--- src/rtl/pc_npc_sequencer.sv ---
// PC/nPC pair with SPARC-style delayed control transfer, delay-slot annul, link and alignment status.
// Optional: define NPC_MISALIGN_TRAP_EN to redirect misaligned taken transfers to TRAP_VECTOR.
module pc_npc_sequencer #(
  parameter int unsigned       ADDR_W      = 32,
  parameter logic [ADDR_W-1:0] RESET_PC    = '0,
  parameter logic [ADDR_W-1:0] TRAP_VECTOR = ADDR_W'('h80)
) (
  input  logic              Clk,
  input  logic              R,
  input  logic              stall,
  input  logic              xfer_valid,
  input  logic [1:0]        xfer_kind,
  input  logic              cond_true,
  input  logic              is_ba,
  input  logic              annul_a,
  input  logic [ADDR_W-1:0] target,
  output logic [ADDR_W-1:0] PC,
  output logic [ADDR_W-1:0] nPC,
  output logic              fetch_valid,
  output logic              annul_slot,
  output logic [ADDR_W-1:0] link_addr,
  output logic              align_err
);

  typedef enum logic {S_BOOT, S_RUN} state_e;
  typedef enum logic [1:0] {K_BRANCH = 2'b00, K_CALL = 2'b01, K_JMPL = 2'b10, K_RSVD = 2'b11} kind_e;

  localparam logic [ADDR_W-1:0] STEP = ADDR_W'(4);

  state_e            state_q, state_d;
  logic [ADDR_W-1:0] pc_q, pc_d, npc_q, npc_d, link_q, link_d;
  logic              fetch_valid_q, fetch_valid_d;
  logic              annul_q, annul_d;
  logic              align_err_q, align_err_d;

  logic advance, accept, is_branch, taken, branch_annul;

  // An annulled delay slot is a NOP, so it cannot redirect the stream.
  assign advance      = (state_q == S_RUN) && !stall;
  assign accept       = advance && xfer_valid && (xfer_kind != K_RSVD) && !annul_q;
  assign is_branch    = (xfer_kind == K_BRANCH);
  assign taken        = accept && (!is_branch || is_ba || cond_true);
  assign branch_annul = accept && is_branch && annul_a && (is_ba || !cond_true);

  // NOTE: every always_comb output gets a default first, so no path can infer a latch.
  always_comb begin
    state_d       = state_q;
    pc_d          = pc_q;
    npc_d         = npc_q;
    link_d        = link_q;
    annul_d       = annul_q;
    fetch_valid_d = fetch_valid_q;
    align_err_d   = align_err_q;
    case (state_q)
      S_BOOT: begin
        state_d       = S_RUN;
        fetch_valid_d = 1'b1;
      end
      S_RUN: begin
        if (advance) begin
          pc_d    = npc_q;
          npc_d   = npc_q + STEP;
          annul_d = branch_annul;
          if (accept && !is_branch) link_d = pc_q - STEP;
          if (taken) npc_d = {target[ADDR_W-1:2], 2'b00};
`ifdef NPC_MISALIGN_TRAP_EN
          if (taken && (target[1:0] != 2'b00)) begin
            npc_d       = TRAP_VECTOR;
            align_err_d = 1'b1;
            annul_d     = 1'b1;
          end
`endif
        end
      end
      default: ;
    endcase
  end

`ifndef NPC_MISALIGN_TRAP_EN
  logic unused_trap_inputs;
  assign unused_trap_inputs = ^{target[1:0], TRAP_VECTOR};
`endif

  // NOTE: sequential state uses non-blocking assignments so every flop samples pre-edge values.
  always_ff @(posedge Clk or negedge R) begin
    if (!R) begin
      state_q       <= S_BOOT;
      pc_q          <= RESET_PC;
      npc_q         <= RESET_PC + STEP;
      link_q        <= '0;
      annul_q       <= 1'b0;
      fetch_valid_q <= 1'b0;
      align_err_q   <= 1'b0;
    end else begin
      state_q       <= state_d;
      pc_q          <= pc_d;
      npc_q         <= npc_d;
      link_q        <= link_d;
      annul_q       <= annul_d;
      fetch_valid_q <= fetch_valid_d;
      align_err_q   <= align_err_d;
    end
  end

  assign PC          = pc_q;
  assign nPC         = npc_q;
  assign link_addr   = link_q;
  assign annul_slot  = annul_q;
  assign fetch_valid = fetch_valid_q;
  assign align_err   = align_err_q;

endmodule

--- config.mk ---
export PLATFORM = sky130hd
export DESIGN_NAME = pc_npc_sequencer
export DESIGN_NICKNAME = d
export VERILOG_FILES = /design/src/rtl/pc_npc_sequencer.sv
export SDC_FILE = /design/constraint.sdc
export NUM_CORES = 1
export LEC_CHECK = 0
export ABC_AREA = 1
export BUFFER_PORTS_ARGS = -buffer_cell sky130_fd_sc_hd__buf_4
export CORE_MARGIN = 5
export CORE_UTILIZATION = 40
export CTS_BUF_LIST = sky130_fd_sc_hd__clkbuf_4 sky130_fd_sc_hd__clkbuf_8 sky130_fd_sc_hd__clkbuf_16
export DETAILED_ROUTE_END_ITERATION = 10
export GPL_TIMING_DRIVEN = 0
export HOLD_SLACK_MARGIN = 0.02
export SETUP_SLACK_MARGIN = 0.3
export SYNTH_ARGS = -nofsm -noshare
export SYNTH_HDL_FRONTEND = slang
export SYNTH_SLANG_ARGS = --single-unit
--- constraint.sdc ---
create_clock -name Clk -period 2.11 [get_ports Clk]
set_clock_uncertainty 0.1 [all_clocks]
set_input_delay 0.1055 -clock Clk [delete_from_list [all_inputs] [get_ports Clk]]
set_output_delay 0.1055 -clock Clk [all_outputs]
set_load 0.01 [all_outputs]
==> results.json <==
{
  "wl_per_cell_um": 15.4,
  "clock_latency_ns": 0.36,
  "status": "finished, final reports clean",
  "p_int_mw": 4.46,
  "cts.sinks": 93,
  "ys_seq_area_frac": 0.419,
  "fp.coreArea_sq_um": 13800,
  "min_period_over_period": 0.844,
  "numCtsBuffers": 9,
  "post-route-min-period_ns": 1.78,
  "cts-root-buf": "clkbuf_16",
  "synthDistinctLibCells": 32,
  "max_cap_viol_count": 0,
  "antenna_cells": 0,
  "setup_viol": 0,
  "clock_power_share": 0.233,
  "drive_gt1_frac": 0.207,
  "overflow": 0,
  "tightestPinTransition_ns": 1.20,
  "dieArea_sq_um": 16400,
  "setup_tns_ns": 0,
  "h-tree-depth": 3,
  "routed-via-count": 5805,
  "vias_per_cell": 4.85,
  "power_switching_mw": 2.90,
  "syn_area_per_cell_sq_um": 6.71,
  "first_global_vias": 5523,
  "tritoncts": "yes",
  "port_buffers": 130,
  "gp_congestion": 0.985,
  "routed_wl_um": 18400,
  "gr-usage-all-layers": 0.227,
  "netSwitchingFraction": 0.394,
  "fin_nets": 1056,
  "pin_count": 140,
  "critPathKind": "flip-flop to flip-flop",
  "power.leakage_nw": 3.81,
  "hp-class": "input port to flip-flop",
  "stdcell_area_sq_um": 7540,
  "sequentialPowerShare": 0.390,
  "drtAntennaViolNets": 0,
  "powerDensity_nw_per_um2": 976,
  "finalHoldViolCount": 0,
  "grt_pass1_wl_um": 29200,
  "rsz0062_at_grt": "true",
  "dp_hpwl_um": 14100,
  "yosysWarnings": 0,
  "netlist_top_cells_area": "dfrtp_1 41%, nand2_1 21%, nor2_1 6.8%, o21ai_0 6.4%, nand3_1 5.9%",
  "antenna_found_initial": 0,
  "clk_pin_slew_ns": 0.07,
  "syn-instance-count": 828,
  "rows": 43,
  "clock.fmax_ghz": 0.561,
  "die_w_um": 128,
  "drv_slew": 0,
  "cp_data_arrival_time_ns": 1.93,
  "crit_path_end_kind": "flip-flop",
  "grt_max_degree": 94,
  "synth_top_cell_by_area": "dfrtp_1",
  "synth_area_sq_um": 5560,
  "initial_utilization": 0.404,
  "ys_ff_latch": 93,
  "crit_fanout": 6,
  "drt_iter0_markers": 374,
  "clk_path_buf_depth": 2,
  "slew_headroom": 0.203,
  "cp-start-kind": "flip-flop",
  "netlist.area_leader.share": 0.414,
  "place_area_sq_um": 6780,
  "combPwrFrac": 0.377,
  "die_y_um": 128,
  "first_pass_iters": 5,
  "area_growth_pct": 35.7,
  "drc": 0,
  "critPathRequiredTime_ns": 2.26,
  "ir_drop_uv": 538
}
metrics by stage:
stage,std cells,util,hold slack [ns],power [mW],setup WS (ns)
global placement,1144,0.492,0.268,5.49,0.109
floorplan,834,-,-0.290,4.16,0.444
global route,1198,0.548,0.280,7.87,0.245
CTS,1195,0.542,0.219,7.32,0.302
detailed placement,1144,0.492,0.271,5.52,0.119
finish,1198,0.548,0.229,7.36,0.328
layout make-up:
class / instances / area (sq um)
well taps: 180 / 225
plain buffers: 32 / 196
clock inverters: 5 / 58.8
multi-input cells: 622 / 2810
flip-flops and latches: 93 / 2330
clock buffers: 11 / 246
fillers: 1436 / 6230
repair buffers: 168 / 1340
inverters: 87 / 329
what timing repair did:
item	in CTS	in global routing
hold endpoints to repair	123	0
setup buffers	2	3
gates resized for setup	8	26
hold buffers	33	0
setup endpoints to repair	11	38
pin swaps	1	2
metal layers:
metal  wire length, um  GRT usage
met3              1000     0.0308
met2              8500      0.369
met4               604     0.0949
met5                 0          0
met1              8310      0.305
cells in the mapped netlist:
cell / number
nand2_1: 309
nor2_1: 101
dfrtp_1: 92
inv_1: 85
o21ai_0: 71
nand3_1: 66
clkbuf_1: 13
xor2_1: 10
buf_2: 8
nor2_2: 8
o21ai_1: 8
buf_4: 7
nand4_1: 5
or2_0: 5
buf_6: 4
nand2_2: 4
a31oi_1: 3
nor2_4: 3
o211ai_1: 3
o21bai_1: 3
xnor2_1: 3
a21oi_1: 2
conb_1: 2
ha_1: 2
inv_2: 2
o22ai_1: 2
or2_2: 2
a22oi_1: 1
dfstp_2: 1
nand3_2: 1
nor3_2: 1
o2111ai_1: 1
final timing paths:
| path | startpoint | to | slack, ns | depth (start not counted) |
|---|---|---|---|---|
| worst max-delay path | nPC[8] | nPC[28] | 0.33 | 9 |
| worst min-delay path | stall | nPC[17] | 0.23 | 7 |
| worst max register to register | nPC[8] | nPC[28] | 0.33 | 9 |
| worst min register to register | link_addr[30] | link_addr[30] | 0.38 | 2 |
| max in group asynchronous | R | nPC[11] | 0.64 | 2 |
| min in group asynchronous | R | link_addr[3] | 0.44 | 2 |
worst max-delay path, cell delays in order (launching register included):
cell     delay, ns
dfrtp_1       0.46
nand2_1       0.12
nor2_1        0.25
nand2_1       0.18
nor2_2        0.24
nand2_1       0.08
nand2_1       0.06
nand3_1       0.08
nand2_1       0.06
nand2_1       0.04
logic make-up after synthesis:
| family | synth area share |
|---|---|
| xor+xnor | 0.0205 |
| flops | 0.419 |
| other cells | 0.00135 |
| simple gates | 0.373 |
| buf+inv | 0.0923 |
| compound gates | 0.0896 |
| fa+ha+maj | 0.00450 |
state kept, by name (all words and copies together) (netlist names):
signal / flops
PC: 30
annul_slot: 1
fetch_valid: 1
link_addr: 30
nPC: 30
state_q: 1
placed cells by master (no fill, tap or decap), drive strengths merged, types with 2 or more instances in the layout:
cell type and n:
nand2 313, buf 152, nor2 112, dfrtp 92
inv 88, o21ai 79, nand3 67, dlygate4sd3 33
clkbuf 26, xor2 10, conb 8, or2 7
nand4 5, o21bai 3, xnor2 3, a31oi 3
o211ai 3, o22ai 2, a21oi 2, ha 2
clkinvlp 2
power by group through the flow:
stage / clock network [mW] / registers, mW / logic, mW
floorplan: 0 / 2.92 / 1.24
global placement: 0 / 2.86 / 2.62
detailed placement: 0 / 2.87 / 2.65
CTS: 1.73 / 2.85 / 2.73
global route: 1.79 / 2.95 / 3.12
finish: 1.72 / 2.87 / 2.78
(Power assumes the default switching activity.)
